--- src/rtl/piso_tx.sv ---
// Parallel-in/serial-out transmitter: accepts a WIDTH-bit word over a valid/ready
// handshake and shifts it out one bit per clock, with back-to-back reload on the last bit.
module piso_tx #(
    parameter int WIDTH     = 8,
    parameter bit LSB_FIRST = 1'b0
) (
    input  logic             clk,
    input  logic             rst,
    input  logic             load_valid,
    input  logic [WIDTH-1:0] load_data,
    output logic             load_ready,
    output logic             sout,
    output logic             sout_valid,
    output logic             sout_last,
    output logic             busy,
    output logic [7:0]       frame_cnt
);

    localparam int BW = (WIDTH > 1) ? $clog2(WIDTH) : 1;
    localparam logic [BW-1:0] LAST_BIT = BW'(WIDTH - 1);

    typedef enum logic {
        IDLE  = 1'b0,
        SHIFT = 1'b1
    } state_t;

    state_t           state;
    state_t           state_nxt;
    logic [WIDTH-1:0] sr;
    logic [WIDTH-1:0] sr_nxt;
    logic [WIDTH-1:0] sr_shifted;
    logic [BW-1:0]    bcnt;
    logic [BW-1:0]    bcnt_nxt;
    logic             out_bit;
    logic             on_last;
    logic             accept;
    logic             frame_inc;

    // The output end of the shift register depends on bit order; vacated bits fill with zero.
    generate
        if (LSB_FIRST) begin : g_lsb_first
            assign sr_shifted = {1'b0, sr[WIDTH-1:1]};
            assign out_bit    = sr[0];
        end else begin : g_msb_first
            assign sr_shifted = {sr[WIDTH-2:0], 1'b0};
            assign out_bit    = sr[WIDTH-1];
        end
    endgenerate

    assign on_last    = (state == SHIFT) && (bcnt == LAST_BIT);
    assign load_ready = (state == IDLE) || on_last;
    assign accept     = load_valid && load_ready;

    assign sout       = (state == SHIFT) && out_bit;
    assign sout_valid = (state == SHIFT);
    assign busy       = (state == SHIFT);
    assign sout_last  = on_last;

    always_comb begin
        state_nxt = state;
        sr_nxt    = sr;
        bcnt_nxt  = bcnt;
        frame_inc = 1'b0;
        case (state)
            IDLE: begin
                if (accept) begin
                    sr_nxt    = load_data;
                    bcnt_nxt  = '0;
                    state_nxt = SHIFT;
                end
            end
            SHIFT: begin
                sr_nxt   = sr_shifted;
                bcnt_nxt = bcnt + BW'(1);
                if (on_last) begin
                    frame_inc = 1'b1;
                    bcnt_nxt  = '0;
                    state_nxt = IDLE;
                end
                // A reload on the last bit keeps the line busy with no gap bit.
                if (accept) begin
                    sr_nxt    = load_data;
                    bcnt_nxt  = '0;
                    state_nxt = SHIFT;
                end
            end
            default: begin
                state_nxt = IDLE;
            end
        endcase
    end

    always_ff @(posedge clk or negedge rst) begin
        if (!rst) begin
            state     <= IDLE;
            sr        <= '0;
            bcnt      <= '0;
            frame_cnt <= 8'd0;
        end else begin
            state <= state_nxt;
            sr    <= sr_nxt;
            bcnt  <= bcnt_nxt;
            if (frame_inc) begin
                frame_cnt <= frame_cnt + 8'd1;
            end
        end
    end

endmodule

--- config.mk ---
export PLATFORM = sky130hd
export DESIGN_NAME = piso_tx
export DESIGN_NICKNAME = d
export VERILOG_FILES = /design/src/rtl/piso_tx.sv
export SDC_FILE = /design/constraint.sdc
export NUM_CORES = 1
export LEC_CHECK = 0
export ABC_AREA = 1
export CORE_ASPECT_RATIO = 1.4
export CORE_MARGIN = 2
export CORE_UTILIZATION = 42
export CTS_CLUSTER_SIZE = 24
export DETAILED_ROUTE_END_ITERATION = 7
export GPL_ROUTABILITY_DRIVEN = 1
export PLACE_DENSITY = 0.72
export SYNTH_ARGS = -nofsm -noshare
export SYNTH_HDL_FRONTEND = slang
export SYNTH_SLANG_ARGS = --single-unit
--- constraint.sdc ---
create_clock -name clk -period 1.5 [get_ports clk]
set_clock_uncertainty 0.1 [all_clocks]
set_input_delay 0.225 -clock clk [delete_from_list [all_inputs] [get_ports clk]]
set_output_delay 0.225 -clock clk [all_outputs]
set_load 0.05 [all_outputs]
==> impl_metrics.tcl, run 1 <==
set metrics [dict create \
    syn_nets 119 \
    rsz0062_at_grt "true" \
    status "finished, violations left" \
    fmax_ghz 0.5776 \
    via_count 821 \
    antenna_cells 0 \
    post-route-period-util_pct 115.4 \
    nets 159 \
    final.min_clock_period_ns 1.731 \
    synth.distinct_cells 15 \
    vdd_drop_max_v 0.001190 \
    hp-class "input port to asynchronous set/reset pin" \
    crit_type "register to output port" \
    layout-drive-gt1-share_pct 38.19 \
    drt_iter0_drc 11 \
    final_area_um2 1533 \
    syn-cell-area_um2 907.1 \
    slew_headroom_pct 56.82 \
    required_ns 1.17 \
    power_density_nw_per_um2 1759 \
    vias_per_cell 4.976 \
    path_max_fanout 3 \
    drc_errors 0 \
    row_count 19 \
    clock-root-buffer "clkbuf_4" \
    crit_path_end_kind "output port" \
    io_buffers 23 \
    area_growth_pct 68.97 \
    synth_warnings 0 \
    max_cap_viol_count 0 \
    clock_path_buffers 2 \
    dieHeight_um 58.99 \
    tightest_slew_ns 0.6454 \
    clk_pin_slew_ns 0.11 \
    cp.arrival_ns 1.41 \
    cp_num_buf_inv 2 \
    ys_ff_latch 20 \
    final_common_cell "nand2_1" \
    start_util_pct 45.43 \
    hpwlAfterDp_um 1389 \
    seq_area_frac_synth_pct 55.17 \
    finalHoldViolations 0 \
    wl_per_cell_um 12.82 \
    grt_max_degree 21 \
    leakagePower_nw 0.7437 \
    drv_slew 0 \
    crit_family "flip-flops" \
    fillers 142 \
    hold_buffers 0 \
    die-area_um2 2553 \
    setup_ws_ns -0.2312 \
    syn_inst 105 \
    pin_count 24 \
    violations "setup timing" \
    drt_wl_total_um 2116 \
    layout_common_cells "nand2_1 (32), dfrtp_1 (17), buf_12 (12), clkdlybuf4s50_1 (10), buf_4 (10)" \
    clock-sinks 20 \
    overflow 0 \
    grt_util_all_layers_pct 17.47 \
    antenna_found_initial 0 \
    finalSetupViolCount 17 \
    cts-htree-levels 1 \
    drtPass1Iterations 3 \
    ant_nets 0 \
    dp_slack_ns -0.09671 \
    core_area_um2 1997 \
    grt_pass1_wl_um 3353 \
    r2r_setup_slack_ns -0.18 \
    cpMostUsedCell "ha_4" \
    synth.avg_cell_area_um2 8.639 \
    placed_cell_area_um2 1326 \
    critPathMaxStageDelay_ns 0.43 \
    clk-insertion-delay-late_ns 0.29 \
    cts_made_buffers 3 \
    slowest_stage "dfrtp_1" \
    cp_cell_sequence "ha_4 > ha_4 > nand2_4 > clkinvlp_4 > buf_12" \
    grt_pass1_vias 799 \
    die_w_um 43.28 \
    gp_congestion 0.7496 \
    tns_ns -1.858 \
    cts_tree "yes" \
    start_kind "register" \
]
## final timing paths
check	start	to	cells after the start
min reg2reg	sr[0]	sr[1]	2
min in group clk	load_data[0]	sr[0]	3
max	bcnt[0]	sout_last	5
max reg2reg	bcnt[0]	frame_cnt[4]	9
min	rst	frame_cnt[1]	2
max in group asynchronous	rst	busy	2
## registers in the layout, indices dropped and copies added (netlist names)
signal,flops
bcnt,3
busy,1
frame_cnt,8
sr,8
## metrics by stage
stage | cells | util, % | hold slack [ns] | total power [W]
final | 165 | 76.75 | 0.1584 | 0.002696
after floorplan | 105 | - | -0.1706 | 0.001543
after CTS | 160 | 72.43 | 0.1602 | 0.002540
after detailed placement | 151 | 66.42 | 0.3789 | 0.002097
after global placement | 151 | 66.42 | 0.3662 | 0.002058
after global routing | 165 | 76.75 | 0.1888 | 0.002840
## where the power goes
group / internal (W) / switching [W] / leakage (nW)
sequential: 0.000716 / 0.000189 / 0.257
clock: 0.000103 / 0.000158 / 0.0150
combinational: 0.000759 / 0.000770 / 0.472
## layer usage
layer	up-vias	track usage (%)	part of all wire, %
met5	-	0	0
met4	0	6.061	1.4
met3	6	2.134	3.7
met2	26	35.18	58
met1	384	17.76	37
li1	405	-	-
## timing repair
item | in CTS | in global routing
gates cloned | 0 | 0
endpoints found under the hold margin | 0 | 0
pin swaps | 4 | 22
buffers inserted | 6 | 6
gates resized for setup | 14 | 15
endpoints found under the setup margin | 14 | 18
## synthesized netlist by cell type (all sizes together)
cell type / instances / area [µm²]
a21oi: 1 / 5.000
a22o: 2 / 17.52
buf: 2 / 12.51
dfrtp: 20 / 500.5
ha: 3 / 37.54
inv: 12 / 45.04
nand2: 41 / 156.4
nand3: 9 / 45.04
nand4: 2 / 12.51
nor2: 7 / 26.28
o21ai: 1 / 5.000
xnor2: 3 / 26.28
xor2: 2 / 17.52
## logic make-up after synthesis
kind of cell,Yosys count,share of synthesized area (%)
AND/OR/NAND/NOR,59,26.48
flip-flops,20,55.17
buffers and inverters,14,6.344
XOR/XNOR,5,4.828
AO/OA/AOI/OAI,4,3.034
adder cells (fa/ha/maj),3,4.138
## cell type report
type / count / area, µm² / area share (%)
multi-input cells: 71 / 455.4 / 29.71
well taps: 21 / 26.28 / 1.714
flip-flops and latches: 20 / 504.2 / 32.90
inverters: 12 / 48.80 / 3.184
repair buffers: 37 / 471.7 / 30.78
clock buffers: 4 / 26.28 / 1.714
(Power assumes the default switching activity.)
==> run 2, diff against run 1 <==
==> constraint.sdc (replaced) <==
create_clock -name clk -period 1.5 [get_ports clk]
set_clock_uncertainty 0.1 [all_clocks]
set_input_delay 0.3 -clock clk [delete_from_list [all_inputs] [get_ports clk]]
set_output_delay 0.3 -clock clk [all_outputs]
set_load 0.05 [all_outputs]
==> run 2 against run 1 <==
The flow still finishes with violations (setup timing). Register-to-register slack gained 0.07 ns. Clock power up 68%. Largest cell class unchanged. Flip-flop and latch count stayed put. Sequential power shrank 2.8%. Non-clock buffer count down 2. Utilization is 1.6 points lower. Final area down 2.0%. Setup slack got worse by 0.074 ns. First-iteration DRC count down 27%.
==> impl_metrics.tcl, run 2 (synthesis results as in run 1) <==
set metrics [dict create \
    clock-sinks 20 \
    slew_headroom_pct 59.70 \
    path_max_fanout 3 \
    drtPass1Iterations 4 \
    leakagePower_nw 0.7327 \
    vias_per_cell 4.865 \
    overflow 0 \
    start_util_pct 45.43 \
    core_area_um2 1997 \
    cp.arrival_ns 1.40 \
    cts_made_buffers 3 \
    clock_path_buffers 2 \
    ant_nets 0 \
    wl_per_cell_um 11.05 \
    violations "setup timing" \
    status "finished, violations left" \
    rsz0062_at_grt "true" \
    layout-drive-gt1-share_pct 31.69 \
    fmax_ghz 0.5541 \
    drc_errors 0 \
    antenna_cells 0 \
    crit_type "register to output port" \
    tightest_slew_ns 0.6022 \
    grt_util_all_layers_pct 15.90 \
    finalSetupViolCount 11 \
    final-instance-count-excl-fill 163 \
    final_common_cell "nand2_1" \
    clk_pin_slew_ns 0.12 \
    antenna_found_initial 0 \
    drt_wl_total_um 1801 \
    required_ns 1.10 \
    placed_cells 152 \
    finalHoldViolations 0 \
    nets 157 \
    dieHeight_um 58.99 \
    critPathMaxStageDelay_ns 0.40 \
    post-route-period-util_pct 120.3 \
    largest_registers "frame_cnt x8, sr x8, bcnt x3" \
    area_growth_pct 65.52 \
    via_count 793 \
    slowest_stage "dfrtp_1" \
    grt_pass1_wl_um 3091 \
    start_kind "register" \
    grt_max_degree 21 \
    max_cap_viol_count 0 \
    crit_path_end_kind "output port" \
    grt_pass1_vias 733 \
    io_buffers 23 \
    hold_buffers 0 \
    cts-htree-levels 1 \
    r2r_setup_slack_ns -0.11 \
    gp_congestion 0.7695 \
    layout_common_cells "nand2_1 (37), dfrtp_1 (17), buf_12 (13), buf_4 (11), clkdlybuf4s50_1 (10)" \
    hp-class "input port to asynchronous set/reset pin" \
    drt_iter0_drc 8 \
    hpwlAfterDp_um 1346 \
    final.min_clock_period_ns 1.805 \
    power_density_nw_per_um2 1835 \
    finish.utilization_pct 75.19 \
    clk-insertion-delay-late_ns 0.30 \
    rr_endpoint "sr[6]" \
    die_w_um 43.28 \
    cp_cell_sequence "ha_2 > ha_4 > nand2_4 > clkinvlp_4 > buf_12" \
    setup_ws_ns -0.3048 \
    ff2ff_path_depth 5 \
    cts_tree "yes" \
    clock-root-buffer "clkbuf_4" \
    row_count 19 \
    die-area_um2 2553 \
    pin_count 24 \
    vdd_drop_max_v 0.001501 \
    worst_r2r_startpoint "bcnt[0]" \
    drv_slew 0 \
]
[run 2: cell count changes in the layout (fill, tap and decap cells not counted), moves of 3 or more]
cell,delta
nand3_2,-3
nand2_1,+5
nand3_1,+3
buf_6,-5
nand2_2,-6
[run 2: where the power goes]
part	switching [W]	total, W	internal [W]
clock	0.000171	0.000441	0.000270
combinational	0.000713	0.00143	0.000721
sequential	0.000164	0.000880	0.000716
total	0.00105	0.00276	0.00171
[run 2: how the worst max path moves through the flow]
stage,start,to,slack (ns),cells past startpoint
detailed placement,bcnt[1],sr[1],-0.17,7
floorplan,bcnt[0],frame_cnt[4],-0.11,7
finish,bcnt[0],sout_last,-0.30,5
CTS,bcnt[0],sout_last,-0.31,5
global route,bcnt[0],sout_last,-0.36,5
global placement,load_valid,bcnt[2],-0.13,3
[run 2: what timing repair did]
item                       4_1_cts  5_1_grt
setup buffers                    5        2
setup endpoints to repair       12       21
pin swaps                        1        3
gates resized for setup         11        4
[run 2: layout make-up]
class | instances | area [µm²]
Sequential cell | 20 | 504.2
Fill cell | 145 | 495.5
Timing Repair Buffer | 35 | 457.9
Multi-Input combinational cell | 71 | 411.6
Inverter | 12 | 48.80
Clock inverter | 1 | 30.03
Tap cell | 21 | 26.28
Clock buffer | 3 | 22.52
[run 2: per-stage QoR]
stage               hold WS [ns]  worst slack [ns]  setup TNS (ns)  power, W  cell area [µm²]
finish                    0.2241           -0.3048          -1.268  0.002755             1501
global route              0.2281           -0.3553          -2.594  0.002921             1501
CTS                       0.2234           -0.3126          -1.423  0.002716             1473
detailed placement        0.3679           -0.1747          -1.743  0.002111             1334
global placement          0.3647           -0.1350          -1.318  0.002071             1334
floorplan               -0.09559           -0.1134         -0.1134  0.001543            934.6
[run 2: routing by layer]
metal,track usage (%),wire length [µm],up-vias
met3,1.829,85,2
met2,28.57,951,26
met4,6.494,21,0
met1,19.04,743,366
li1,-,-,399
met5,0,0,-
[run 2: critical path: cells and delay by family (launching register included)]
kind	cells	cell delay, ns
fa+ha+maj	2	0.38
buf+inv	2	0.25
flops	1	0.40
simple gates	1	0.07
==> run 3, diff against run 2 <==
ABC_AREA = unset   (was 1)
CORE_UTILIZATION = 43   (was 42)
PLACE_DENSITY = 0.73   (was 0.72)
==> run 3 against run 2 <==
The flow still finishes with violations (setup timing). Critical path depth stayed put. Wire length rose by 24%. Utilization fell by 0.94 points. Die area up 5.7%.
==> impl_metrics.tcl, run 3 <==
set metrics [dict create \
    wl_met3_um 67 \
    start_util_pct 45.29 \
    layout_common_cells "dfrtp_1 (19), buf_4 (17), buf_12 (12), clkdlybuf4s50_1 (10), mux2_2 (8)" \
    synth_edf_count 0 \
    final_common_cell "dfrtp_1" \
    drt_wl_total_um 2242 \
    worst_r2r_startpoint "bcnt[0]" \
    required_ns 1.10 \
    area_growth_pct 63.96 \
    hold_buffers 0 \
    leakagePower_nw 0.7451 \
    final.min_clock_period_ns 1.817 \
    clock-sinks 20 \
    tns_ns -1.227 \
    clk-insertion-delay-late_ns 0.31 \
    wl_met1_um 880 \
    dieHeight_um 60.66 \
    synth_warnings 0 \
    synth_top_family_by_area "compound AO/OA/AOI/OAI gates" \
    cts-htree-levels 1 \
    grt_pass1_vias 816 \
    synth_most_common_cell "dfrtp_1" \
    syn-cell-area_um2 985.9 \
    p_clk_share_pct 14.1 \
    p_sw_w 0.001212 \
    cts_made_buffers 3 \
    dr_wl_met2_um 1214 \
    synth.distinct_cells 25 \
    via_count 836 \
    yosysTopAreaCellShare_pct 50.76 \
    drv_slew 0 \
    cp.arrival_ns 1.42 \
    clock_path_buffers 2 \
    ant_nets 0 \
    core_area_um2 2177 \
    tightest_slew_ns 0.2756 \
    synth-simple-area-share_pct 9.645 \
    ys.flop_type "dfrtp_1" \
    row_count 20 \
    yosys.area_share.xor_xnor_pct 6.218 \
    hold_ws_ns 0.2092 \
    antenna_cells 0 \
    clock-root-buffer "clkbuf_4" \
    seq_power_share_pct 29.4 \
    gp_congestion 0.7328 \
    grt_util_all_layers_pct 19.03 \
    p_sw_share_pct 37.84 \
    p_int_w 0.001991 \
    power_density_nw_per_um2 1981 \
    status "finished, violations left" \
    drt_iter0_drc 14 \
    layout-drive-gt1-share_pct 47.69 \
    drc_errors 0 \
    violations "setup timing" \
    start_kind "register" \
    largest_registers "frame_cnt x8, sr x8, bcnt x3" \
    crit_type "register to output port" \
    r2r_setup_slack_ns -0.09 \
    clk_pin_slew_ns 0.12 \
    ys_top_cells_by_count "dfrtp_1 (20), inv_1 (9), mux2_2 (8), a31oi_1 (7), o22ai_1 (7)" \
    path_max_fanout 4 \
    ys_ff_latch 20 \
    post-route-period-util_pct 121.1 \
    vdd_drop_max_v 0.001270 \
    setup_ws_ns -0.3166 \
    finalHoldViolations 0 \
    drtPass1Iterations 4 \
    ys_top_cells_by_area "dfrtp_1 (51%), mux2_2 (9.1%), a31oi_1 (4.4%), o22ai_1 (4.4%), xnor2_1 (4.4%)" \
    synthMuxAreaShare_pct 10.15 \
    die_w_um 44.47 \
    nets 145 \
    slew_headroom_pct 81.63 \
    pin_count 24 \
    wl_per_cell_um 14.75 \
    synth.avg_cell_area_um2 11.08 \
    syn_nets 103 \
    max_cap_viol_count 0 \
    syn_inst 89 \
    synth_async_sr_flop_share_pct 100.0 \
    hp-class "input port to asynchronous set/reset pin" \
    antenna_found_initial 0 \
    cts_tree "yes" \
    rsz0062_at_grt "true" \
    die-area_um2 2697 \
    finalSetupViolCount 13 \
    comb_power_share_pct 56.4 \
    fmax_ghz 0.5505 \
    grt_max_degree 21 \
    vias_per_cell 5.500 \
    overflow 0 \
    crit_path_end_kind "output port" \
    synth-compound-area-share_pct 12.69 \
    ff2ff_path_depth 6 \
    startpoint "bcnt[0]" \
    netlist.top_cell.by_area "dfrtp_1" \
    highest_layer "met4" \
    seq_area_frac_synth_pct 50.76 \
    hpwlAfterDp_um 1529 \
    grt_pass1_wl_um 3691 \
    io_buffers 23 \
    synth-adder-area-share_pct 3.807 \
]
==> run 3: changes by cell type after synthesis, sizes merged, moves of 5 or more <==
cell / before / now
nor2: 7 / 2
mux2: 0 / 8
a31oi: 0 / 7
o22ai: 0 / 7
nand2: 41 / 6
nand3: 9 / 2
==> run 3: critical path, stage by stage (launching register included) <==
cell and delay [ns]:
dfrtp_1 0.40, ha_2 0.20, ha_4 0.18, nor2b_4 0.13
inv_2 0.05, buf_6 0.14
==> run 3: layout make-up <==
class                           instances  area [µm²]
Clock buffer                            3       22.52
Inverter                                9       37.54
Tap cell                               22       27.53
Clock inverter                          1       30.03
Sequential cell                        20       501.7
Timing Repair Buffer                   42       494.2
Multi-Input combinational cell         55       503.0
Fill cell                             141       560.5
==> run 3: worst paths after layout <==
kind / endpoint
worst max-delay path: load_ready
worst min-delay path: sr[5]
worst max register to register: sr[3]
worst min register to register: frame_cnt[7]
max in group asynchronous: busy
min in group clk: frame_cnt[7]
==> run 3: per-layer routing <==
layer / vias up / global-route usage, %
met3: 7 / 1.786
met5: - / 0
met4: 0 / 12.99
met2: 21 / 28.99
met1: 414 / 25.38
li1: 394 / -
==> run 3: power groups by stage <==
stage / logic, W / clock network [W] / registers [W]
after floorplan: 0.000719 / 0 / 0.00109
after CTS: 0.00169 / 0.000458 / 0.000929
final: 0.00181 / 0.000453 / 0.000943
after global routing: 0.00195 / 0.000479 / 0.000970
after global placement: 0.00154 / 0 / 0.000935
after detailed placement: 0.00157 / 0 / 0.000947
==> run 3: per-stage QoR <==
stage / util (%) / instance area [µm²] / std cells / worst slack (ns) / total power [W]
floorplan: - / 1018 / 89 / -0.05109 / 0.001813
global route: 74.25 / 1617 / 152 / -0.3681 / 0.003395
finish: 74.25 / 1617 / 152 / -0.3166 / 0.003203
CTS: 71.72 / 1562 / 151 / -0.3136 / 0.003079
global placement: 66.49 / 1448 / 141 / -0.1887 / 0.002471
detailed placement: 66.49 / 1448 / 141 / -0.2024 / 0.002513
==> run 3: cell families (layout without fill, tap and decap cells) <==
logic type      count (synthesis)  in the layout
flops                          20             20
fa+ha+maj                       3              3
xor+xnor                        7              7
simple gates                   17             17
buf+inv                        14             55
compound gates                 19             19
mux                             9              9
==> run 3: timing repair <==
action                                  in CTS  in global routing
setup buffers                                6                  1
resized for setup                            5                  8
pin swaps                                    3                  1
endpoints found under the setup margin       6                 17
